## config.mk

```make
export PLATFORM = sky130hd
export DESIGN_NAME = odata_axis_framer
export DESIGN_NICKNAME = d
export VERILOG_FILES = /design/src/rtl/odata_framer_pkg.sv /design/src/rtl/framer_sfifo.sv /design/src/rtl/odata_axis_framer.sv
export SDC_FILE = /design/constraint.sdc
export NUM_CORES = 1
export LEC_CHECK = 0
export ABC_AREA = 1
export ABC_CLOCK_PERIOD_IN_PS = 3500
export BUFFER_PORTS_ARGS = -buffer_cell sky130_fd_sc_hd__buf_2
export CORE_ASPECT_RATIO = 1.5
export CORE_MARGIN = 2
export CORE_UTILIZATION = 25
export DETAILED_ROUTE_END_ITERATION = 6
export MAX_ROUTING_LAYER = met4
export SYNTH_ARGS = -nofsm -noshare
export SYNTH_HDL_FRONTEND = slang
export SYNTH_SLANG_ARGS = --single-unit
```

## constraint.sdc

```tcl
create_clock -name sys_clock -period 3.5 [get_ports sys_clock]
set_input_delay 0.175 -clock sys_clock [delete_from_list [all_inputs] [get_ports sys_clock]]
set_output_delay 0.175 -clock sys_clock [all_outputs]
set_load 0.01 [all_outputs]
```

## src/rtl/odata_framer_pkg.sv

```systemverilog
// odata_framer_pkg: shared types, constants and helpers for the odata AXIS framer
package odata_framer_pkg;

    typedef enum logic [1:0] {
        IDLE   = 2'd0,
        STREAM = 2'd1,
        PAD    = 2'd2
    } state_t;

    localparam int CNT_W = 16;

    function automatic int ptr_w(input int depth);
        return (depth > 1) ? $clog2(depth) : 1;
    endfunction

endpackage

```

## src/rtl/framer_sfifo.sv

```systemverilog
// framer_sfifo: synchronous first-word-fall-through FIFO, head word always on rd_data
module framer_sfifo
    import odata_framer_pkg::*;
#(
    parameter int DW         = 8,
    parameter int FIFO_DEPTH = 16,
    localparam int AW        = ptr_w(FIFO_DEPTH)
) (
    input  logic          sys_clock,
    input  logic          rst_n,
    input  logic          wr_en,
    input  logic [DW-1:0] wr_data,
    input  logic          rd_en,
    output logic [DW-1:0] rd_data,
    output logic          empty,
    output logic          full,
    output logic [AW:0]   count
);

    logic [DW-1:0] mem_q [FIFO_DEPTH];
    logic [AW-1:0] wr_ptr_q, wr_ptr_d, rd_ptr_q, rd_ptr_d;
    logic [AW:0]   count_q, count_d;
    logic          do_wr, do_rd;

    assign empty   = count_q == '0;
    assign full    = count_q == (AW+1)'(FIFO_DEPTH);
    assign count   = count_q;
    assign rd_data = mem_q[rd_ptr_q];
    assign do_wr   = wr_en && !full;
    assign do_rd   = rd_en && !empty;

    // Pointers wrap naturally because the depth is a power of two
    always_comb begin
        wr_ptr_d = wr_ptr_q + AW'(do_wr);
        rd_ptr_d = rd_ptr_q + AW'(do_rd);
        count_d  = count_q + (AW+1)'(do_wr) - (AW+1)'(do_rd);
    end

    // Pointer and occupancy registers
    always_ff @(posedge sys_clock or negedge rst_n) begin
        if (!rst_n) begin
            wr_ptr_q <= '0;
            rd_ptr_q <= '0;
            count_q  <= '0;
        end else begin
            wr_ptr_q <= wr_ptr_d;
            rd_ptr_q <= rd_ptr_d;
            count_q  <= count_d;
        end
    end

    // Storage array; contents are don't-care until written
    always_ff @(posedge sys_clock) begin
        if (do_wr) mem_q[wr_ptr_q] <= wr_data;
    end

endmodule

```

## src/rtl/odata_axis_framer.sv

```systemverilog
// odata_axis_framer: buffers a non-stallable word stream and emits fixed-length AXIS frames
module odata_axis_framer
    import odata_framer_pkg::*;
#(
    parameter int            DW         = 8,
    parameter int            FRAME_LEN  = 16,
    parameter int            FIFO_DEPTH = 16,
    parameter logic [DW-1:0] PAD_VALUE  = '0
) (
    input  logic             sys_clock,
    input  logic             rst_n,
    input  logic             enable,
    input  logic [DW-1:0]    in_data,
    input  logic             in_valid,
    output logic [DW-1:0]    m_tdata,
    output logic             m_tvalid,
    input  logic             m_tready,
    output logic             m_tlast,
    output logic [CNT_W-1:0] frame_cnt,
    output logic [CNT_W-1:0] drop_cnt,
    output logic             busy
);

    localparam int BW = $clog2(FRAME_LEN);
    localparam int AW = ptr_w(FIFO_DEPTH);

    state_t           state_q, state_d;
    logic [BW-1:0]    beat_q, beat_d;
    logic [CNT_W-1:0] frame_q, frame_d;
    logic [CNT_W-1:0] drop_q, drop_d;
    logic [DW-1:0]    fifo_rd_data;
    logic             fifo_empty, fifo_full;
    logic [AW:0]      unused_count;
    logic             in_ok, xfer, last_beat;

    assign in_ok     = in_valid && enable && state_q == STREAM;
    assign xfer      = m_tvalid && m_tready;
    assign last_beat = beat_q == BW'(FRAME_LEN - 1);
    assign frame_cnt = frame_q;
    assign drop_cnt  = drop_q;

    framer_sfifo #(
        .DW         (DW),
        .FIFO_DEPTH (FIFO_DEPTH)
    ) u_fifo (
        .sys_clock (sys_clock),
        .rst_n     (rst_n),
        .wr_en     (in_ok && !fifo_full),
        .wr_data   (in_data),
        .rd_en     (xfer && state_q == STREAM),
        .rd_data   (fifo_rd_data),
        .empty     (fifo_empty),
        .full      (fifo_full),
        .count     (unused_count)
    );

    // Output mux: FIFO head while streaming, constant pad word while padding, zero otherwise
    always_comb begin
        m_tvalid = (state_q == STREAM && !fifo_empty) || state_q == PAD;
        m_tdata  = state_q == PAD ? PAD_VALUE : ((state_q == STREAM && !fifo_empty) ? fifo_rd_data : '0);
        m_tlast  = last_beat && m_tvalid;
        busy     = state_q != IDLE;
    end

    // Next state: drain the FIFO after enable falls, then pad out any partial frame
    always_comb begin
        state_d = state_q;
        case (state_q)
            IDLE:    if (enable) state_d = STREAM;
            STREAM:  if (!enable && fifo_empty) state_d = (beat_q == '0) ? IDLE : PAD;
            PAD:     if (xfer && last_beat) state_d = IDLE;
            default: state_d = IDLE;
        endcase
    end

    // Beat position, completed-frame count and saturating drop count
    always_comb begin
        beat_d  = xfer ? (last_beat ? '0 : beat_q + BW'(1)) : beat_q;
        frame_d = frame_q + CNT_W'(xfer && last_beat);
        drop_d  = (in_ok && fifo_full && drop_q != '1) ? drop_q + CNT_W'(1) : drop_q;
    end

    // Control registers
    always_ff @(posedge sys_clock or negedge rst_n) begin
        if (!rst_n) begin
            state_q <= IDLE;
            beat_q  <= '0;
            frame_q <= '0;
            drop_q  <= '0;
        end else begin
            state_q <= state_d;
            beat_q  <= beat_d;
            frame_q <= frame_d;
            drop_q  <= drop_d;
        end
    end

endmodule

```

==> results of run 1 <==
## registers in the layout, summed over array words and instances (netlist names)
register / count
u_fifo.rd_ptr_q: 4
u_fifo.count: 5
u_fifo.mem_q: 128
frame_cnt: 16
state_q: 2
u_fifo.wr_ptr_q: 4
drop_cnt: 16
beat_q: 4
## area by class of cell
class / instances / area share (%)
well taps: 415 / 5.53
repair buffers: 60 / 3.36
flip-flops and latches: 179 / 54.6
clock inverters: 12 / 1.13
inverters: 106 / 4.27
clock buffers: 19 / 4.61
multi-input cells: 513 / 26.5
## what timing repair did
action,4_1_cts,5_1_grt
endpoints found under the setup margin,0,0
hold buffers,1,0
endpoints found under the hold margin,9,0
## worst paths after layout
kind / from / endpoint / slack, ns / cells past startpoint
max: u_fifo.count[3] / u_fifo.count[4] / 0.67 / 15
min: m_tready / beat_q[2] / 0.1 / 3
max reg2reg: u_fifo.count[3] / u_fifo.count[4] / 0.67 / 15
min reg2reg: frame_cnt[15] / frame_cnt[15] / 0.47 / 1
max in group asynchronous: rst_n / u_fifo.rd_ptr_q[0] / 2.53 / 3
min in group asynchronous: rst_n / drop_cnt[7] / 0.14 / 2
## layer usage
layer | vias up | share of wire, % | global-route usage (%)
met5 | - | 0 | -
met4 | 0 | 2.0 | 4.33
met3 | 16 | 4.0 | 2.28
met2 | 115 | 53 | 19.6
met1 | 2615 | 41 | 12.7
li1 | 2752 | - | -
## logic make-up (layout without fill, tap and decap cells)
group,Yosys count,after routing,share of synthesized area [%]
buffers and inverters,133,197,6.99
XOR/XNOR,39,39,4.17
AO/OA/AOI/OAI,48,48,3.43
AND/OR/NAND/NOR,410,410,20.3
adder cells (fa/ha/maj),16,16,2.54
flip-flops,179,179,62.6
## critical path, stage by stage (launching register included)
cell and delay (ns):
dfrtp_1 0.36, inv_1 0.07, ha_1 0.19, nand3_1 0.10, nand2_1 0.09, nand2_1 0.12
nand2_1 0.11, nor3_1 0.26, ha_1 0.29, inv_1 0.06, ha_1 0.16, inv_1 0.06
fa_1 0.40, o21ai_0 0.21, a21oi_1 0.10, xor2_1 0.15
## Yosys cell counts, types with 3 or more instances
master      n
xor2_1     22
nor2_1     92
ha_1       15
clkbuf_1    6
o211ai_1   16
inv_2       3
xnor2_1    17
buf_4       3
edfxtp_1  128
inv_1     100
buf_6       6
dfrtp_1    51
o21ai_0    28
buf_2      11
nor3_1      4
nand3_1    62
nand2_1   243
a21oi_1     4
## power by group through the flow
stage / combinational (mW) / clock [mW] / sequential [mW]
final: 2.02 / 1.79 / 2.54
after global routing: 2.33 / 1.93 / 2.56
after CTS: 2.07 / 1.84 / 2.54
after detailed placement: 2.06 / 0 / 2.59
after global placement: 2.02 / 0 / 2.58
after floorplan: 1.52 / 0 / 2.56
## through the flow
stage               hold slack [ns]  utilization [%]  std cells
floorplan                    -0.121                -        825
global placement             0.0510             27.2       1272
detailed placement           0.0535             27.2       1272
CTS                          0.0705             28.9       1304
global route                  0.111             28.9       1304
finish                       0.0958             28.9       1304
==> reports/metrics.csv, run 1 <==
metric,value,unit
Peak VDD IR,0.341,mV
register area,5120,µm²
H-tree depth,4,
Place WS,0.622,ns
first-pass GRT wire length,28.7,mm
Die Area,34200,µm²
part of the power in combinational logic,31.8,%
Clock Sink Count,179,
top_reg_cell synth,edfxtp_1,
PwrDens,677,nW/µm²
nets@finish,906,
Placer Congestion,0.822,
# port buffers,55,
post-synth top area share,47.0,%
CTS buffer count,17,
Die H,226,µm
CTS tree,yes,
post-synth cell types,28,
pin count of the biggest net entering global routing,82,
Routed WL,17.8,mm
Finish-stage setup viols,0,
vias in the first global route,5428,
number of synthesized register bits,179,
maximum clock rate,353,MHz
largest area contributor in the netlist,edfxtp_1,
DRT iter0 DRCs,269,
Ys Warns,0,
Hold WC Path Type,input port to flip-flop,
Ports,56,
Sw Ratio,36.2,%
Worst Skew,0.0129,ns
Mapped Area,8180,µm²
DP HPWL,11.9,mm
WP data arrival,3.14,ns
post-CTS sizing,0,
Slew Limit Fails,0,
worst-skew pair later-pin latency,0.43,ns
setup bufs post-CTS,0,
Starting Density,25.2,%
DR pass1 iterations,4,
Slew headroom,38.9,%
crit path max fanout,4,
Via density,4.22,
final worst path period need,2.83,ns
CTS Root Cell,clkbuf_16,
drt wl/cell,13.6,µm
number of synthesized flops with an enable pin,128,
"leading cell type in the layout, fill and taps excluded",nand2_1,
WS Path Type,flip-flop to flip-flop,
Total Power,6.35,mW
placed cell area,8840,µm²
Post-synth ARST share,28.5,%
"Hold Violations, Final",0,
layout cells sized above 1,10.9,%
fin crit share,81.0,%
final instance area,9390,µm²
Static Leak,4.11,nW
CP Capture Type,flip-flop,
number of diodes,0,
Area growth syn-to-layout,14.7,%
setup ws final,0.665,ns
area taken by multi-input logic gates,2490,µm²
clock network fraction of total power,28.2,%
Remaining DRCs,0,
crit start category,flip-flop,
Die X,152,µm
post-synthesis sequential area ratio,62.6,%
post-route ant nets,0,
remaining global-route overflow,0,
Core Rows,81,
"Net Count, Synth",854,
worst slew pin tran,0.916,ns
Post-Synthesis Cells,825,
Avg Inst Size Synth,9.92,µm²
sequential share of power,40.0,%
NetSw,2.30,mW
Int Power,4.05,mW
most frequent cells in the layout,"243 x nand2_1, 128 x edfxtp_1, 100 x inv_1",
Total GRT Usage,11.3,%
Critical Path RT,3.81,ns
RSZ-0062 raised after global routing,false,
Final TNS setup,0,ns
initial antenna violation count,0,
synth top area cells,"edfxtp_1 47%, dfrtp_1 16%, nand2_1 11%",
FILL cells,3405,
via count,5498,
clock edge transition at the registers on the reported setup and hold paths,0.07,ns
CTS max path bufs,2,
Max Cap Viol,0,
placeable core area,32400,µm²
outcome,"finished, final reports clean",
Note: power is estimated with default switching activity, not from simulation.
==> run 2: changes to the inputs <==
ABC_CLOCK_PERIOD_IN_PS = 2400   (was 3500)
clock period = 2.4 ns   (was 3.5 ns; I/O delays follow)
==> run 2 against run 1 <==
  * The flow now finishes with violations (negative setup slack)
  * Die area stayed put
  * First-iteration DRC count is 4.8% higher
  * Worst hold slack worse by 0.061 ns
  * Routed wire length is 3.5% higher
  * Sequential cell count stayed put
  * Core utilization is 1.3 points higher
  * Largest cell class unchanged
  * Largest power group unchanged
==> reports/metrics.csv, run 2 (same netlist as run 1, synthesis figures left out) <==
metric,value,unit,change
outcome,"complete, but fails checks",,"was finished, final reports clean"
violations in the final reports,negative setup slack,,
DR pass1 iterations,5,,was 4
Area growth syn-to-layout,20.0,%,was 14.7%
drt wl/cell,13.7,µm,was 13.6 µm
Core Rows,81,,unchanged
worst hold margin,0.0344,ns,was 0.0958 ns
clock edge transition at the registers on the reported setup and hold paths,0.07,ns,about the same
nets@finish,945,,was 906
layout cells sized above 1,16.9,%,was 10.9%
number of diodes,0,,unchanged
Final TNS setup,-0.0303,ns,was 0 ns
Starting Density,25.2,%,unchanged
Clock Sink Count,179,,unchanged
CTS tree,yes,,unchanged
worst-skew pair later-pin latency,0.43,ns,about the same
fin crit share,101,%,was 81.0%
Static Leak,4.32,nW,was 4.11 nW
Max Cap Viol,0,,unchanged
remaining global-route overflow,0,,unchanged
most frequent cells in the layout,"239 x nand2_1, 128 x edfxtp_1, 96 x inv_1",,"was 243 x nand2_1, 128 x edfxtp_1, 100 x inv_1"
vias in the first global route,5624,,"was 5,428"
register area,5120,µm²,unchanged
worst slew pin tran,0.806,ns,was 0.916 ns
Die Area,34200,µm²,unchanged
WP data arrival,2.72,ns,was 3.14 ns
Critical Path RT,2.69,ns,was 3.81 ns
first-pass GRT wire length,29.3,mm,was 28.7 mm
CTS buffer count,17,,unchanged
PwrDens,1000,nW/µm²,was 677 nW/µm²
Placer Congestion,0.805,,was 0.822
WS Path Type,flip-flop to flip-flop,,unchanged
setup ws final,-0.0303,ns,was 0.665 ns
Total Power,9.86,mW,was 6.35 mW
area taken by multi-input logic gates,2580,µm²,was 2490 µm²
CTS max path bufs,2,,unchanged
DP HPWL,12.3,mm,was 11.9 mm
Total GRT Usage,11.5,%,was 11.3%
RSZ-0062 raised after global routing,true,,was false
initial antenna violation count,0,,unchanged
Hold WC Path Type,input port to flip-flop,,unchanged
Via density,4.21,,was 4.22
placeable core area,32400,µm²,unchanged
post-route ant nets,0,,unchanged
final worst path period need,2.43,ns,was 2.83 ns
CP Capture Type,flip-flop,,unchanged
# port buffers,55,,unchanged
via count,5661,,"was 5,498"
Slew Limit Fails,0,,unchanged
crit path max fanout,2,,was 4
Routed WL,18.4,mm,was 17.8 mm
Slew headroom,46.3,%,was 38.9%
Die X,152,µm,unchanged
Remaining DRCs,0,,unchanged
Ports,56,,unchanged
Largest register FFs,128,,unchanged
crit start category,flip-flop,,unchanged
"Hold Violations, Final",0,,unchanged
Die H,226,µm,unchanged
Peak VDD IR,0.537,mV,was 0.341 mV
DRT iter0 DRCs,282,,was 269
maximum clock rate,411,MHz,was 353 MHz
Finish-stage setup viols,1,,was 0
"leading cell type in the layout, fill and taps excluded",nand2_1,,unchanged
H-tree depth,4,,unchanged
Biggest register,u_fifo.mem_q,,unchanged
CTS Root Cell,clkbuf_16,,unchanged
pin count of the biggest net entering global routing,82,,unchanged
FILL cells,3372,,"was 3,405"
Worst Skew,0.0170,ns,was 0.0129 ns
[run 2: area by class of cell]
| cell class | instances | area share [%] |
|---|---|---|
| repair buffers | 99 | 6.48 |
| clock buffers | 19 | 4.41 |
| flip-flops and latches | 179 | 52.1 |
| inverters | 106 | 4.10 |
| clock inverters | 13 | 1.35 |
| multi-input cells | 513 | 26.2 |
| well taps | 415 | 5.29 |
[run 2: routing by layer]
metal | GRT usage [%] | share of wire (%) | vias to the layer above
met5 | - | 0 | -
met4 | 3.67 | 2.1 | 0
met3 | 2.30 | 4.1 | 18
met2 | 20.3 | 53 | 119
met1 | 12.9 | 41 | 2699
li1 | - | - | 2825
[run 2: timing repair]
item | in CTS | in global routing
hold endpoints to repair | 33 | 0
endpoints found under the setup margin | 2 | 15
pin swaps | 9 | 6
gates cloned | 0 | 0
resized for setup | 7 | 11
hold buffers | 1 | 0
buffers inserted | 4 | 2
[run 2: critical path, cell delays in order (launching register included)]
cell	delay (ns)
dfrtp_1	0.37
inv_2	0.06
ha_4	0.17
nand3_4	0.08
nand2_2	0.06
nand2_2	0.07
nand2_2	0.07
nor3_4	0.19
ha_1	0.26
inv_2	0.08
ha_4	0.14
inv_2	0.04
fa_2	0.36
o21ai_1	0.13
a21oi_1	0.09
xor2_1	0.15
[run 2: report_power, final]
part	internal, mW	leakage (nW)	switching (mW)
clock	1.45	0.266	1.23
combinational	1.28	2.25	2.18
sequential	3.55	1.80	0.162
total	6.29	4.32	3.58
[run 2: metrics by stage]
| stage | instance area (µm²) | instances | util [%] | worst slack (ns) |
|---|---|---|---|---|
| 2_1_floorplan | 8210 | 825 | - | 0.00538 |
| 3_3_place_gp | 9140 | 1305 | 28.2 | -0.0179 |
| 3_5_place_dp | 9140 | 1305 | 28.2 | -0.136 |
| 4_1_cts | 9770 | 1342 | 30.1 | -0.0493 |
| 5_1_grt | 9820 | 1344 | 30.3 | -0.153 |
| 6_report | 9820 | 1344 | 30.3 | -0.0303 |
[run 2: worst paths after layout]
check                                startpoint                 end  slack, ns  depth (start not counted)
worst max-delay path            u_fifo.count[2]     u_fifo.count[4]      -0.03                         15
worst min-delay path                     enable          state_q[0]       0.03                          3
worst max register to register  u_fifo.count[2]     u_fifo.count[4]      -0.03                         15
worst min register to register    frame_cnt[15]       frame_cnt[15]       0.48                          1
max in group asynchronous                 rst_n  u_fifo.rd_ptr_q[0]       1.41                          3
min in group asynchronous                 rst_n         drop_cnt[7]       0.32                          2
